## config.mk

```make
export PLATFORM = sky130hd
export DESIGN_NAME = fwd_hazard_ctrl
export DESIGN_NICKNAME = d
export VERILOG_FILES = /design/src/rtl/fwd_hazard_ctrl.sv
export SDC_FILE = /design/constraint.sdc
export NUM_CORES = 1
export LEC_CHECK = 0
export CELL_PAD_IN_SITES_DETAIL_PLACEMENT = 1
export CELL_PAD_IN_SITES_GLOBAL_PLACEMENT = 2
export CORE_AREA = 8 8 88 90
export CTS_CLUSTER_DIAMETER = 200
export DETAILED_ROUTE_END_ITERATION = 10
export DIE_AREA = 0 0 96 98
export PLACE_DENSITY_LB_ADDON = 0.25
export RECOVER_POWER = 100
export SLEW_MARGIN = 20
export SYNTH_ARGS = -nofsm -noshare
export SYNTH_HDL_FRONTEND = slang
export SYNTH_SLANG_ARGS = --single-unit
```

## constraint.sdc

```tcl
create_clock -name clk -period 5.4 [get_ports clk]
set_input_delay 0.54 -clock clk [delete_from_list [all_inputs] [get_ports clk]]
set_output_delay 0.54 -clock clk [all_outputs]
set_load 0.02 [all_outputs]
```

## src/rtl/fwd_hazard_ctrl.sv

```systemverilog
// Operand-hazard controller: E/M1/M2/W writer scoreboard, EX and ID bypass
// selects, and the load-use / latency stall for a five-stage pipeline.
module fwd_hazard_ctrl (
  input  logic       clk,
  input  logic       rst_n,
  input  logic       id_valid,
  input  logic [4:0] id_rs,
  input  logic [4:0] id_rt,
  input  logic       id_use_rs,
  input  logic       id_use_rt,
  input  logic       id_early_rs,
  input  logic       id_early_rt,
  input  logic       id_wr_en,
  input  logic [4:0] id_wr_addr,
  input  logic [2:0] id_wr_src,
  input  logic       pipe_hold,
  input  logic       flush,
  output logic       stall,
  output logic [1:0] ex_mux4_sel,
  output logic [1:0] ex_mux5_sel,
  output logic [1:0] id_mux8_sel,
  output logic [1:0] id_mux9_sel
);

  typedef enum logic [1:0] {
    CLS_ALU  = 2'b00,
    CLS_MUL  = 2'b01,
    CLS_LATE = 2'b10
  } cls_t;

  // Writeback-source code to producer readiness class.
  function automatic cls_t decode_class(input logic [2:0] src);
    cls_t c;
    case (src)
      3'b100, 3'b101, 3'b111: c = CLS_LATE;
      3'b110:                 c = CLS_MUL;
      default:                c = CLS_ALU;
    endcase
    return c;
  endfunction

  // Result is {stall, sel}; resolves one EX operand for the next cycle.
  function automatic logic [2:0] ex_resolve(input logic use_src, input logic [3:0] hit,
                                            input cls_t cls_e, input cls_t cls_m1);
    logic [2:0] r;
    if (!use_src) begin
      r = 3'b000;
    end else if (hit[0]) begin
      r = (cls_e == CLS_ALU) ? 3'b001 : 3'b100;
    end else if (hit[1]) begin
      r = (cls_m1 == CLS_LATE) ? 3'b100 : 3'b011;
    end else begin
      r = 3'b000;
    end
    return r;
  endfunction

  // Result is {stall, sel}; resolves one ID early-compare operand now.
  function automatic logic [2:0] early_resolve(input logic use_src, input logic [3:0] hit,
                                               input cls_t cls_m1, input cls_t cls_m2);
    logic [2:0] r;
    if (!use_src) begin
      r = 3'b000;
    end else if (hit[0]) begin
      r = 3'b100;
    end else if (hit[1]) begin
      r = (cls_m1 == CLS_ALU) ? 3'b010 : 3'b100;
    end else if (hit[2]) begin
      r = (cls_m2 == CLS_LATE) ? 3'b100 : 3'b011;
    end else if (hit[3]) begin
      r = 3'b001;
    end else begin
      r = 3'b000;
    end
    return r;
  endfunction

  // Index 0 = E, 1 = M1, 2 = M2, 3 = W. W class is never consulted.
  logic [3:0] sb_valid_r;
  logic [4:0] sb_addr_r [4];
  cls_t       sb_cls_r  [3];

  logic [3:0] rs_hit_s;
  logic [3:0] rt_hit_s;
  logic [2:0] ex_rs_s;
  logic [2:0] ex_rt_s;
  logic [2:0] early_rs_s;
  logic [2:0] early_rt_s;
  logic       advance_s;
  logic       load_e_s;

  // Source-versus-entry match vectors; r0 never matches.
  always_comb begin
    rs_hit_s = 4'b0000;
    rt_hit_s = 4'b0000;
    for (int i = 0; i < 4; i++) begin
      rs_hit_s[i] = sb_valid_r[i] & (sb_addr_r[i] == id_rs) & (id_rs != 5'd0);
      rt_hit_s[i] = sb_valid_r[i] & (sb_addr_r[i] == id_rt) & (id_rt != 5'd0);
    end
  end

  // Bypass resolution, stall, and the advance/load qualifiers.
  always_comb begin
    ex_rs_s    = ex_resolve(id_use_rs, rs_hit_s, sb_cls_r[0], sb_cls_r[1]);
    ex_rt_s    = ex_resolve(id_use_rt, rt_hit_s, sb_cls_r[0], sb_cls_r[1]);
    early_rs_s = early_resolve(id_early_rs, rs_hit_s, sb_cls_r[1], sb_cls_r[2]);
    early_rt_s = early_resolve(id_early_rt, rt_hit_s, sb_cls_r[1], sb_cls_r[2]);
    stall      = id_valid & (ex_rs_s[2] | ex_rt_s[2] | early_rs_s[2] | early_rt_s[2]);
    advance_s  = id_valid & ~stall & ~flush;
    load_e_s   = advance_s & id_wr_en;
  end

  // A stalled early operand drives 00 instead of a stale select.
  always_comb begin
    id_mux8_sel = early_rs_s[1:0];
    id_mux9_sel = early_rt_s[1:0];
  end

  // Scoreboard shift and registered EX selects; a flush kills the EX occupant.
  always_ff @(posedge clk or negedge rst_n) begin
    if (!rst_n) begin
      sb_valid_r  <= 4'b0000;
      for (int i = 0; i < 4; i++) begin
        sb_addr_r[i] <= 5'd0;
      end
      for (int i = 0; i < 3; i++) begin
        sb_cls_r[i] <= CLS_ALU;
      end
      ex_mux4_sel <= 2'b00;
      ex_mux5_sel <= 2'b00;
    end else if (!pipe_hold) begin
      sb_valid_r   <= {sb_valid_r[2], sb_valid_r[1], sb_valid_r[0] & ~flush, load_e_s};
      sb_addr_r[3] <= sb_addr_r[2];
      sb_addr_r[2] <= sb_addr_r[1];
      sb_addr_r[1] <= sb_addr_r[0];
      sb_addr_r[0] <= load_e_s ? id_wr_addr : 5'd0;
      sb_cls_r[2]  <= sb_cls_r[1];
      sb_cls_r[1]  <= sb_cls_r[0];
      sb_cls_r[0]  <= load_e_s ? decode_class(id_wr_src) : CLS_ALU;
      ex_mux4_sel  <= advance_s ? ex_rs_s[1:0] : 2'b00;
      ex_mux5_sel  <= advance_s ? ex_rt_s[1:0] : 2'b00;
    end
  end

endmodule
```

# Yosys cells after proc, flatten, opt, wreduce, memory -nomap -nowiden
# Cells that the tools add are included.
# word_totals
reg_bits	34
input_bits	28
output_inout_bits	9
word_cells	80
# classes
n_eq_ne	14
mux	25
n_bitwise	26
n_reduce_logical	5
# ops
op	n
3-bit two-way mux	18
5-bit equality test	8
1-bit AND	21
3-bit equality test (second input constant)	4
5-bit nonzero test	2
2-bit two-way mux	3
5-bit two-way mux	1
2-bit equality test (second input constant)	2
2-bit logical NOT	2
2-bit case mux with 2 select lines	1
1-bit bitwise OR	3
3-bit OR reduction	1
1-bit two-way mux	2
1-bit inverter	2

# Depth between registers and ports, before layout
# Gate-level depths: netlist (run 1).
# depth
word_depth	16
mapped_depth	8
ltp_nobuf	6

# Worst setup path after synthesis (run 1)
# OpenSTA, ideal clock, no wires.
# synth_path
path_kind	input port to output port
start	input id_rs[2]
end	output id_mux8_sel[0]
arrival_time_ns	2.573
t_required_ns	4.860
path_slack_ns	2.287
stages	6
n_path_buf	1
cell_sequence	buf_2 or4_4 o211a_1 nand2_1 mux2_2 nor4b_1
# synth_via
elab_chain_cells	8
elab_cells_between_ends	18
cone_classes	eq/ne: 4; mux: 5; bitwise: 8; reduce/logical: 1
# synth_lines
element	line_no	source
from (decl)	7	input logic [4:0] id_rs,
5-bit equality test	97	rs_hit_s[i] = sb_valid_r[i] & (sb_addr_r[i] == id_rs) & (id_rs != 5'd0);
1-bit AND (2 in a row)	97	
1-bit two-way mux	70	end else if (hit[3]) begin
3-bit two-way mux	68	end else if (hit[2]) begin
3-bit two-way mux	66	end else if (hit[1]) begin
3-bit two-way mux *	64	end else if (hit[0]) begin
3-bit two-way mux *	62	if (!use_src) begin
to (decl)	21	output logic [1:0] id_mux8_sel,
# Every way passes the cells marked *; elsewhere a longest branch is shown, timed or not.

# Final worst setup path (run 1)
# layout_path
start	input id_rs[1]
end	output stall
# layout_via
elab_chain_cells	10
elab_cells_between_ends	21
cone_classes	eq/ne: 3; mux: 7; bitwise: 10; reduce/logical: 1
# layout_lines
element	line_no	source
5-bit equality test	97	
1-bit AND (2 in a row)	97	
3-bit two-way mux, on equally long branches	50, 68	
3-bit two-way mux, on equally long branches	48, 66	
3-bit two-way mux, on equally long branches	46, 64	
1-bit bitwise OR or 3-bit two-way mux (tied branches)	108, 62	
1-bit bitwise OR * (2 in a row)	108	stall = id_valid & (ex_rs_s[2] | ex_rt_s[2] | early_rs_s[2] | early_rt_s[2]);
1-bit AND *	108	
to (decl)	18	output logic stall,
# Marks and branches as above.

==> key figures, run 1 <==
Run status
  – Status: complete, but fails checks
  – Failing checks: capacitance limit, slew limit

Routing
  – # DRC: 0
  – Antenna-violating nets left: 0
  – Vias: 1696
  – Vias per cell: 5.19
  – Drt pass-1 iters: 4
  – Initial DRC Count: 63
  – Avg WL per Cell: 18.2 um
  – Drt total wl: 5950 um

Timing
  – Setup TNS: 0 ps
  – RSZ-0062 raised after global routing: no
  – Tmin final: 4180 ps
  – Setup violations, final: 0
  – Final Skew: 6.79 ps
  – Worst Tran Pin Value: 1920 ps
  – Peak Freq: between 200 and 250 MHz
  – Final count of hold timing violations: 0
  – Part of the cycle the worst path needs: 77.4%
  – Slew HR: -27.7%
  – Slew Viols, Final: 73

Setup path
  – Worst path required time: slightly below 5000 ps
  – Reg2reg start: sb_addr_r[12]
  – Worst path most repeated cell: clkdlybuf4s50_1
  – Highest net fanout along the worst path: 5
  – FF-to-FF End: sb_cls_r[4]
  – WP data arrival: 3640 ps
  – CP top delay family: buffers and inverters
  – Max incr delay on CP: about 640 ps
  – Worst R2R Setup Slack: roughly 2700 ps
  – Slowest CP cell: or4_4
  – CP endpoint kind: output pin
  – Register-to-Register Path Depth: 6
  – WS Path Type: primary input to output pin
  – CP cell instances: clkdlybuf4s50_1 > or4_4 > o211ai_2 > nor2_1 > a41oi_1 > nand2_1 > o31a_1 > clkdlybuf4s50_1
  – CP bufs+invs: 2
  – CP Launch Type: primary input

Logic synthesis
  – Synth Area in Compound Gates: 13.5%
  – Synth Area in Adders: 0%
  – Fraction of registers with async set/reset: between 90% and 100%
  – Mux contribution to synthesized area: 10.9%
  – Net Count, Synth: roughly 240
  – Most frequent cell after synthesis: dfrtp_1
  – Syn_area_per_cell: 10.4 sq um
  – Combinational family with the most area after synthesis: simple AND/OR/NAND/NOR gates
  – Simple-gate share of the synthesized area: 17.6%
  – Synth unique cells: 43
  – Yosys warning count: 0
  – Share of the synthesized area in the top cell type: 37.8%
  – Synth Area in XOR/XNOR: 15.5%
  – Sequential share of the synthesized area: 37.8%
  – Synthesized flop and latch total: 34
  – Synth cell count leaders: dfrtp_1 (34), xnor2_1 (31), mux2_2 (21), nand2_1 (20)
  – Main synth FF type: dfrtp_1
  – EDFF count, synth: 0
  – Mapped Cells: approximately 220
  – Ranking of synthesized cells by area: dfrtp_1 (38%), xnor2_1 (12%), mux2_2 (10%)
  – Area leader, netlist: dfrtp_1
  – Synth Cell Area: 2250 sq um

Layout
  – Fin area: 2690 sq um
  – Share of post-route cells with drive strength above 1: 17.0%
  – Antenna diodes: 0
  – Area Growth Syn to Fin: 19.4%
  – Final core occ: 41.4%
  – Nets: 274
  – Finished Layout Cells: 327

CTS
  – Cts hold-fix bufs: 0
  – CTS Buf Count: 5
  – H-Tree Depth: 2
  – Clk sinks: 34
  – Post-CTS setup buffer count: 0
  – Post-CTS Resized: 0
  – CTS clk-pin slew, worst paths: 70 ps
  – Clk Latency, worst-skew pair: 290 ps
  – Max clock buf depth: 2
  – CTS tree: yes
  – Root Buffer: clkbuf_8

GRT
  – Initial antenna violation count: 0
  – Vias in the first global route: 1850
  – Maximum number of pins on one net before global-route repair: 38
  – First-pass GRT wire length: 9980 um
  – Total GRT Usage: 13.6%
  – Grt ovf: 0

Min path
  – Hold Crit Endpoint: ex_mux5_sel[1]
  – Worst hold path stage count: 2
  – Worst Hold Launch: ex_mux5_sel[1]
  – Hold WC Path Type: flop to flop

Placement
  – Placed Area: 2650 sq um
  – Placer congestion estimate: 0.784
  – Detail Placement HPWL: 4580 um
  – Placed Instances: approximately 320
  – Port bufs: 36

Floorplanning
  – Die width: 96 um
  – Die ar.: 9410 sq um
  – Die height: 98 um
  – Io pins: 37
  – Rows: 30
  – Core area: 6490 sq um
  – Starting Density: a little over a third

Power
  – Pwr/cell area: between 200 and 250 nW/um^2
  – Total power: between 500 and 600 uW
  – Max IR drop VDD: a little over 0.00008 V
  – Pleak: 1.10 nW

Flow run
  – Max-cap check violation count: 2
-- metrics by stage --
step	hold slack [ps]	setup slack, ps
global placement	476	1420
global route	518	1080
CTS	503	1390
floorplan	244	2290
finish	491	1220
detailed placement	483	1400
-- routing by layer --
layer  part of all wire, %  wire, um  track usage, %  up-vias
li1                      -         -               -      817
met1                    47      2770            18.1      846
met2                    49      2910            20.8       26
met3                   2.9       171            3.38        7
met4                   1.5        91            4.38        0
met5                     0         0               0        -
-- how the worst max path moves through the flow --
stage	startpoint	end	slack, ps	cells past startpoint
floorplan	id_rs[2]	id_mux8_sel[0]	2290	6
global placement	id_rs[1]	stall	1420	8
detailed placement	id_rs[1]	stall	1400	8
CTS	id_rs[1]	stall	1390	8
global route	id_rs[1]	stall	1080	8
finish	id_rs[1]	stall	1220	8
-- cell type report --
cell class	count	area [sq um]
Clock inverter	1	5.00
Timing Repair Buffer	38	368
Multi-Input combinational cell	160	1250
Fill cell	741	3800
Clock buffer	7	86.3
Inverter	7	26.3
Sequential cell	34	851
Tap cell	80	100
-- cell usage in the layout, fill, tap and decap left out, types with 2 or more instances in the layout --
| cell | netlist | routed |
|---|---|---|
| dfrtp_1 | 34 | 34 |
| xnor2_1 | 31 | 31 |
| clkdlybuf4s50_1 | 0 | 26 |
| mux2_2 | 21 | 21 |
| nand2_1 | 20 | 20 |
| dlygate4sd3_1 | 0 | 10 |
| xor2_1 | 9 | 9 |
| nor2_1 | 8 | 8 |
| nand4_1 | 7 | 7 |
| inv_1 | 7 | 7 |
| o21ai_0 | 6 | 7 |
| clkbuf_8 | 0 | 6 |
| nor4_1 | 4 | 4 |
| nor4b_1 | 4 | 4 |
| nand2b_1 | 4 | 4 |
| nand3_1 | 4 | 4 |
| o31ai_1 | 1 | 4 |
| o211ai_2 | 3 | 3 |
| o211ai_1 | 3 | 3 |
| nor3b_1 | 3 | 3 |
| clkbuf_1 | 9 | 3 |
| or4_4 | 2 | 2 |
| nor2b_1 | 2 | 2 |
| a21oi_1 | 2 | 2 |
| or2_2 | 2 | 2 |
| or3_1 | 2 | 2 |
| o31ai_2 | 5 | 2 |
-- cells by family after synthesis --
| kind of cell | count (synthesis) |
|---|---|
| xor gates and xnor gates | 40 |
| and+or+nand+nor | 67 |
| muxes | 22 |
| AOI/OAI and AO/OA | 31 |
| buffers and inverters | 22 |
| DFF | 34 |
-- flip-flops by register name (all words and copies together) (netlist names) --
register	count
sb_addr_r	20
ex_mux4_sel	2
sb_valid_r	4
sb_cls_r	6
ex_mux5_sel	2
-- worst register-to-register path: stages, from the launching register on --
cell,delay (ps)
dfrtp_1,420
xnor2_1,200
nand4_1,170
or2_2,400
a41oi_2,230
nand4b_1,580
o41ai_1,550
-- where the power goes --
| part | internal [mW] | switching [mW] | leakage [nW] |
|---|---|---|---|
| combinational | 0.0497 | 0.0481 | 0.583 |
| sequential | 0.265 | 0.0141 | 0.468 |
| clock | 0.103 | 0.0941 | 0.0482 |
Power figures use the tool's default switching activity.
==> inputs of run 2 (changes only) <==
--- a/config.mk
+++ b/config.mk
@@ -7,10 +7,10 @@
 export LEC_CHECK = 0
 export CELL_PAD_IN_SITES_DETAIL_PLACEMENT = 1
 export CELL_PAD_IN_SITES_GLOBAL_PLACEMENT = 2
-export CORE_AREA = 8 8 88 90
+export CORE_AREA = 8 8 95 97
 export CTS_CLUSTER_DIAMETER = 200
 export DETAILED_ROUTE_END_ITERATION = 10
-export DIE_AREA = 0 0 96 98
+export DIE_AREA = 0 0 103 105
 export PLACE_DENSITY_LB_ADDON = 0.25
 export RECOVER_POWER = 100
 export SLEW_MARGIN = 20
==> constraint.sdc (replaced) <==
create_clock -name clk -period 3.8 [get_ports clk]
set_input_delay 0.38 -clock clk [delete_from_list [all_inputs] [get_ports clk]]
set_output_delay 0.38 -clock clk [all_outputs]
set_load 0.02 [all_outputs]
==> run 2 against run 1 <==
The flow still finishes with violations (capacitance limit, slew limit). Largest power group unchanged. Register-to-register slack worse by 1200 ps. Critical path depth unchanged. Final area up 4.0%.
==> key figures, run 2 (synthesized netlist as in run 1, its figures left out) <==
Setup path
  – CP Launch Type: primary input (unchanged)
  – FF-to-FF End: sb_cls_r[4] (unchanged)
  – Highest net fanout along the worst path: 5 (unchanged)
  – WP data arrival: 3170 ps (was 3640 ps)
  – Worst R2R Setup Slack: 1520 ps (was 2740 ps)
  – Register-to-Register Path Depth: 6 (unchanged)
  – CP endpoint kind: output pin (unchanged)
  – WS Path Type: primary input to output pin (unchanged)
  – Worst path required time: 3420 ps (was 4860 ps)
  – Reg2reg start: sb_addr_r[14] (was sb_addr_r[12])

Layout
  – Share of post-route cells with drive strength above 1: 20.7% (was 17.0%)
  – Fin area: 2800 sq um (was 2690 sq um)
  – Biggest register: sb_addr_r (unchanged)
  – Nets: 284 (was 274)
  – Largest registers: sb_addr_r: 20 flops, sb_cls_r: 6 flops, sb_valid_r: 4 flops (unchanged)
  – Area Growth Syn to Fin: 24.2% (was 19.4%)
  – Antenna diodes: 0 (unchanged)
  – Most common cell after layout, fill and taps aside: dfrtp_1 (unchanged)
  – FILL cells: 879 (was 741)
  – Max reg flops: 20 (unchanged)
  – Commonest cells after routing, fill and taps aside: dfrtp_1 (34), xnor2_1 (31), clkdlybuf4s50_1 (25), mux2_2 (21), nand2_1 (20) (was dfrtp_1 (34), xnor2_1 (31), clkdlybuf4s50_1 (26), mux2_2 (21), nand2_1 (20))

CTS
  – Max clock buf depth: 2 (unchanged)
  – Clk Latency, worst-skew pair: 280 ps (was 290 ps)
  – CTS tree: yes (unchanged)
  – Post-CTS Resized: 0 (unchanged)
  – Root Buffer: clkbuf_8 (unchanged)
  – Cts hold-fix bufs: 0 (unchanged)
  – Clk sinks: 34 (unchanged)
  – H-Tree Depth: 2 (unchanged)
  – CTS clk-pin slew, worst paths: 70 ps (about the same)
  – CTS Buf Count: 5 (unchanged)
  – Post-CTS setup buffer count: 0 (unchanged)

Placement
  – Detail Placement HPWL: 4890 um (was 4580 um)
  – Placed Area: 2750 sq um (was 2650 sq um)
  – Placer congestion estimate: 0.755 (was 0.784)
  – Port bufs: 36 (unchanged)

Power
  – Pwr/cell area: 284 nW/um^2 (was 213 nW/um^2)
  – Total power: 795 uW (was 574 uW)
  – Pleak: 1.15 nW (was 1.10 nW)
  – Max IR drop VDD: 0.000148 V (was 0.0000828 V)

Floorplanning
  – Starting Density: 29.9% (was 34.7%)
  – Die height: 105 um (was 98 um)
  – Core area: 7530 sq um (was 6490 sq um)
  – Die ar.: 10800 sq um (was 9410 sq um)
  – Io pins: 37 (unchanged)
  – Rows: 32 (was 30)
  – Die width: 103 um (was 96 um)

Timing
  – Tmin final: 3550 ps
  – RSZ-0062 raised after global routing: no (unchanged)
  – Part of the cycle the worst path needs: between 90% and 100%
  – Hold WS: 494 ps (was 491 ps)
  – Final Skew: 10.2 ps (was 6.79 ps)
  – Slew HR: -28.5% (was -27.7%)
  – Setup violations, final: 0 (unchanged)
  – Slew Viols, Final: 72 (was 73)
  – Worst Tran Pin Value: 1930 ps (was 1920 ps)
  – Setup TNS: 0 ps (unchanged)
  – Final count of hold timing violations: 0 (unchanged)
  – Peak Freq: ~280 MHz

GRT
  – First-pass GRT wire length: 10200 um (was 9980 um)
  – Vias in the first global route: 1928 (was 1850)
  – Maximum number of pins on one net before global-route repair: 37 (was 38)
  – Grt ovf: 0 (unchanged)
  – Total GRT Usage: 12.1% (was 13.6%)
  – Initial antenna violation count: 0 (unchanged)

Min path
  – Hold Crit Endpoint: ex_mux5_sel[1] (unchanged)
  – Worst hold path stage count: 2 (unchanged)
  – Hold WC Path Type: flop to flop (unchanged)
  – Worst Hold Launch: ex_mux5_sel[1] (unchanged)

Flow run
  – Max-cap check violation count: 2 (unchanged)

Routing
  – # DRC: 0 (unchanged)
  – Drt pass-1 iters: 4 (unchanged)
  – Vias per cell: 4.74 (was 5.19)
  – Vias: 1696 (unchanged)
  – Avg WL per Cell: 17.0 um (was 18.2 um)
  – Drt total wl: 6100 um (was 5950 um)
  – Antenna-violating nets left: 0 (unchanged)
  – Initial DRC Count: 59 (was 63)

Run status
  – Status: complete, but fails checks (unchanged)
  – Failing checks: capacitance limit, slew limit (unchanged)
[run 2: through the flow]
step | util, % | instances | setup WS, ps
2_1_floorplan | - | 216 | 1010
3_3_place_gp | 36.6 | 351 | 282
3_5_place_dp | 36.6 | 351 | 275
4_1_cts | 37.6 | 358 | 270
5_1_grt | 37.2 | 358 | 111
6_report | 37.2 | 358 | 252
[run 2: power by group]
| part | total [mW] | internal [mW] | switching, mW |
|---|---|---|---|
| combinational | 0.145 | 0.0769 | 0.0684 |
| clock | 0.252 | 0.123 | 0.129 |
| sequential | 0.398 | 0.377 | 0.0209 |
| total | 0.795 | 0.577 | 0.219 |
[run 2: worst max-delay path by stage]
stage	start	end	slack, ps	depth (start not counted)
after CTS	id_rt[4]	stall	270	8
after global placement	id_rs[4]	id_mux8_sel[0]	280	7
final	id_rt[4]	stall	250	8
after detailed placement	id_rt[4]	stall	280	8
after floorplan	id_rs[2]	id_mux8_sel[0]	1010	6
after global routing	id_rt[4]	stall	110	8
[run 2: final cells by class]
class,count,area (sq um),share of cell area (%)
inverter,7,26.3,0.939
tap,102,128,4.56
timing repair buffer,48,443,15.8
multi-input combinational,160,1270,45.4
clock inverter,2,10.0,0.358
clock buffer,5,68.8,2.46
sequential,34,851,30.4
[run 2: critical path: stages]
cell and delay, ps:
clkdlybuf4s50_1 530, or4_4 500, o211ai_2 210, nor2_1 130
or3_1 470, nand2_1 130, o31a_1 140, dlygate4sd3_1 670
[run 2: metal layers]
layer / part of all wire [%] / vias to the layer above / global-route usage, %
met5: 0 / - / 0
met4: 0.77 / 0 / 3.10
met3: 2.5 / 2 / 2.26
met2: 49 / 19 / 19.6
met1: 48 / 833 / 15.9
li1: - / 842 / -
==> inputs of run 3 (changes only) <==
--- a/config.mk
+++ b/config.mk
@@ -7,10 +7,10 @@
 export LEC_CHECK = 0
 export CELL_PAD_IN_SITES_DETAIL_PLACEMENT = 1
 export CELL_PAD_IN_SITES_GLOBAL_PLACEMENT = 2
-export CORE_AREA = 8 8 95 97
+export CORE_AREA = 8 8 91 93
 export CTS_CLUSTER_DIAMETER = 200
 export DETAILED_ROUTE_END_ITERATION = 10
-export DIE_AREA = 0 0 103 105
+export DIE_AREA = 0 0 99 101
 export PLACE_DENSITY_LB_ADDON = 0.25
 export RECOVER_POWER = 100
 export SLEW_MARGIN = 20
==> constraint.sdc (replaced) <==
create_clock -name clk -period 3.95 [get_ports clk]
set_input_delay 0.395 -clock clk [delete_from_list [all_inputs] [get_ports clk]]
set_output_delay 0.395 -clock clk [all_outputs]
set_load 0.02 [all_outputs]
==> run 3 against run 2 <==
The flow still finishes with violations (capacitance limit, slew limit). Sequential cell count unchanged. Via count increased by 0.29%. Setup slack improved by 13 ps. Non-clock buffer count decreased by 6. Die area decreased by 7.5%. First-iteration DRC count increased by 14%. Clock skew decreased by 3.5 ps. Combinational power decreased by 6%. Core utilization increased by 1.9 points. Global-route usage increased by 0.84 points.
==> key figures, run 3 (synthesized netlist as in run 1, its figures left out) <==
Placement
  – Placed Area: 2680 sq um (was 2750 sq um)
  – Placer congestion estimate: 0.741 (was 0.755)
  – Detail Placement HPWL: 4790 um (was 4890 um)
  – Placed Instances: 325 (was 351)
  – Port bufs: 36 (unchanged)
  – Pre-CTS WS: 341 ps (was 275 ps)

CTS
  – H-Tree Depth: 2 (unchanged)
  – Max clock buf depth: 2 (unchanged)
  – CTS tree: yes (unchanged)
  – Post-CTS Resized: 0 (unchanged)
  – Clk sinks: 34 (unchanged)
  – Cts hold-fix bufs: 0 (unchanged)
  – Clk Latency, worst-skew pair: 290 ps (was 280 ps)
  – Root Buffer: clkbuf_8 (unchanged)
  – CTS clk-pin slew, worst paths: 70 ps (about the same)
  – CTS Buf Count: 5 (unchanged)
  – Post-CTS setup buffer count: 0 (unchanged)

Setup path
  – CP Launch Type: primary input (unchanged)
  – WS Path Type: primary input to output pin (unchanged)
  – Reg2reg start: sb_addr_r[12] (was sb_addr_r[14])
  – Highest net fanout along the worst path: 5 (unchanged)
  – CP cell instances: dlygate4sd3_1 > or4_4 > o211ai_2 > nor2_1 > a41oi_2 > nand2_1 > o31a_1 > dlygate4sd3_1 (was clkdlybuf4s50_1 > or4_4 > o211ai_2 > nor2_1 > or3_1 > nand2_1 > o31a_1 > dlygate4sd3_1)
  – WP data arrival: 3290 ps (was 3170 ps)
  – FF-to-FF End: sb_cls_r[4] (unchanged)
  – Worst path most repeated cell: dlygate4sd3_1
  – Register-to-Register Path Depth: 6 (unchanged)
  – Worst R2R Setup Slack: 1340 ps (was 1520 ps)
  – CP endpoint kind: output pin (unchanged)
  – Slowest CP cell: dlygate4sd3_1 (unchanged)
  – Worst path required time: 3560 ps (was 3420 ps)
  – Max incr delay on CP: 650 ps (was 670 ps)

GRT
  – Vias in the first global route: 1843 (was 1928)
  – Maximum number of pins on one net before global-route repair: 37 (unchanged)
  – Grt ovf: 0 (unchanged)
  – Total GRT Usage: 12.9% (was 12.1%)
  – First-pass GRT wire length: 9980 um (was 10200 um)
  – Initial antenna violation count: 0 (unchanged)

Timing
  – Final count of hold timing violations: 0 (unchanged)
  – Setup violations, final: 0 (unchanged)
  – Worst Tran Pin Value: 2020 ps (was 1930 ps)
  – Setup TNS: 0 ps (unchanged)
  – RSZ-0062 raised after global routing: no (unchanged)
  – Final Skew: 6.75 ps (was 10.2 ps)
  – Peak Freq: ~270 MHz
  – Slew Viols, Final: 72 (unchanged)
  – Slew HR: -34.7% (was -28.5%)
  – Tmin final: 3690 ps
  – Final WS setup: 265 ps (was 252 ps)
  – Part of the cycle the worst path needs: 93.3%

Routing
  – M1 wire length: 2970 um (was 2930 um)
  – Antenna-violating nets left: 0 (unchanged)
  – WL met3: 180 um (was 154 um)
  – Drt pass-1 iters: 4 (unchanged)
  – Avg WL per Cell: 18.3 um (was 17.0 um)
  – Vias: 1701 (was 1696)
  – Initial DRC Count: 67 (was 59)
  – Drt total wl: 6070 um (was 6100 um)
  – WL met2: 2830 um (was 2970 um)
  – Top sig layer: met4 (unchanged)
  – # DRC: 0 (unchanged)
  – Vias per cell: 5.12 (was 4.74)

Layout
  – Max reg flops: 20 (unchanged)
  – Area Growth Syn to Fin: 20.5% (was 24.2%)
  – Nets: 278 (was 284)
  – Share of post-route cells with drive strength above 1: 18.0% (was 20.7%)
  – Biggest register: sb_addr_r (unchanged)
  – Fin area: 2720 sq um (was 2800 sq um)
  – Finished Layout Cells: 332 (was 358)
  – Antenna diodes: 0 (unchanged)
  – Largest registers: sb_addr_r: 20 flops, sb_cls_r: 6 flops, sb_valid_r: 4 flops (unchanged)
  – Commonest cells after routing, fill and taps aside: dfrtp_1 (34), xnor2_1 (31), clkdlybuf4s50_1 (24), mux2_2 (21), nand2_1 (20) (was dfrtp_1 (34), xnor2_1 (31), clkdlybuf4s50_1 (25), mux2_2 (21), nand2_1 (20))
  – Most common cell after layout, fill and taps aside: dfrtp_1 (unchanged)

Power
  – Max IR drop VDD: 0.000109 V (was 0.000148 V)
  – Pwr/cell area: 282 nW/um^2 (was 284 nW/um^2)
  – Total power: 766 uW (was 795 uW)
  – Pleak: 1.11 nW (was 1.15 nW)

Min path
  – Hold Crit Endpoint: ex_mux4_sel[0] (was ex_mux5_sel[1])
  – Worst Hold Launch: ex_mux4_sel[0] (was ex_mux5_sel[1])
  – Worst hold path stage count: 2 (unchanged)
  – Hold WC Path Type: flop to flop (unchanged)

Run status
  – Status: complete, but fails checks (unchanged)
  – Failing checks: capacitance limit, slew limit (unchanged)

Floorplanning
  – Rows: 31 (was 32)
  – Die height: 101 um (was 105 um)
  – Io pins: 37 (unchanged)
  – Core area: 6940 sq um (was 7530 sq um)
  – Starting Density: 32.5% (was 29.9%)
  – Die ar.: 10000 sq um (was 10800 sq um)
  – Die width: 99 um (was 103 um)

Flow run
  – Max-cap check violation count: 2 (unchanged)
-- run 3: cell count changes in the layout (fill, tap and decap cells not counted), moves of 2 or more --
cell / change
buf_4: -6
clkbuf_1: +2
clkinv_2: -2
o21ai_0: -2
o21ai_1: +2
-- run 3: how the worst max path moves through the flow --
stage               slack [ps]        endpoint     start  cells past startpoint
detailed placement         340           stall  id_rt[2]                      8
CTS                        340           stall  id_rt[2]                      8
global route               140  id_mux8_sel[0]  id_rs[1]                      7
floorplan                 1130  id_mux8_sel[0]  id_rs[2]                      6
finish                     260           stall  id_rs[1]                      8
global placement           370           stall  id_rt[1]                      8
-- run 3: cell type report --
type	instances	area [sq um]
flip-flops and latches	34	851
clock buffers	7	76.3
multi-input cells	160	1260
well taps	82	103
fillers	783	4230
repair buffers	42	398
inverters	7	26.3
-- run 3: metal layers --
metal	GRT usage, %	vias to the layer above
li1	-	827
met1	16.5	845
met2	20.6	24
met3	2.97	5
met4	4.96	0
met5	0	-
-- run 3: where the power goes --
group          switching, mW  leakage, nW  total (mW)  internal, mW
Combinational         0.0672        0.606       0.136        0.0692
Clock                  0.127       0.0383       0.248         0.121
Sequential            0.0183        0.468       0.381         0.362
-- run 3: worst max-delay path, delay by kind of cell --
| family | cells | cell delay, ps |
|---|---|---|
| simple gates | 3 | 880 |
| compound gates | 3 | 720 |
| buf+inv | 2 | 1290 |
-- run 3: per-stage QoR --
step | utilization, % | hold WS [ps]
after floorplan | - | 99.4
after CTS | 39.8 | 503
after global placement | 38.7 | 473
after global routing | 39.1 | 526
after detailed placement | 38.7 | 484
final | 39.1 | 489
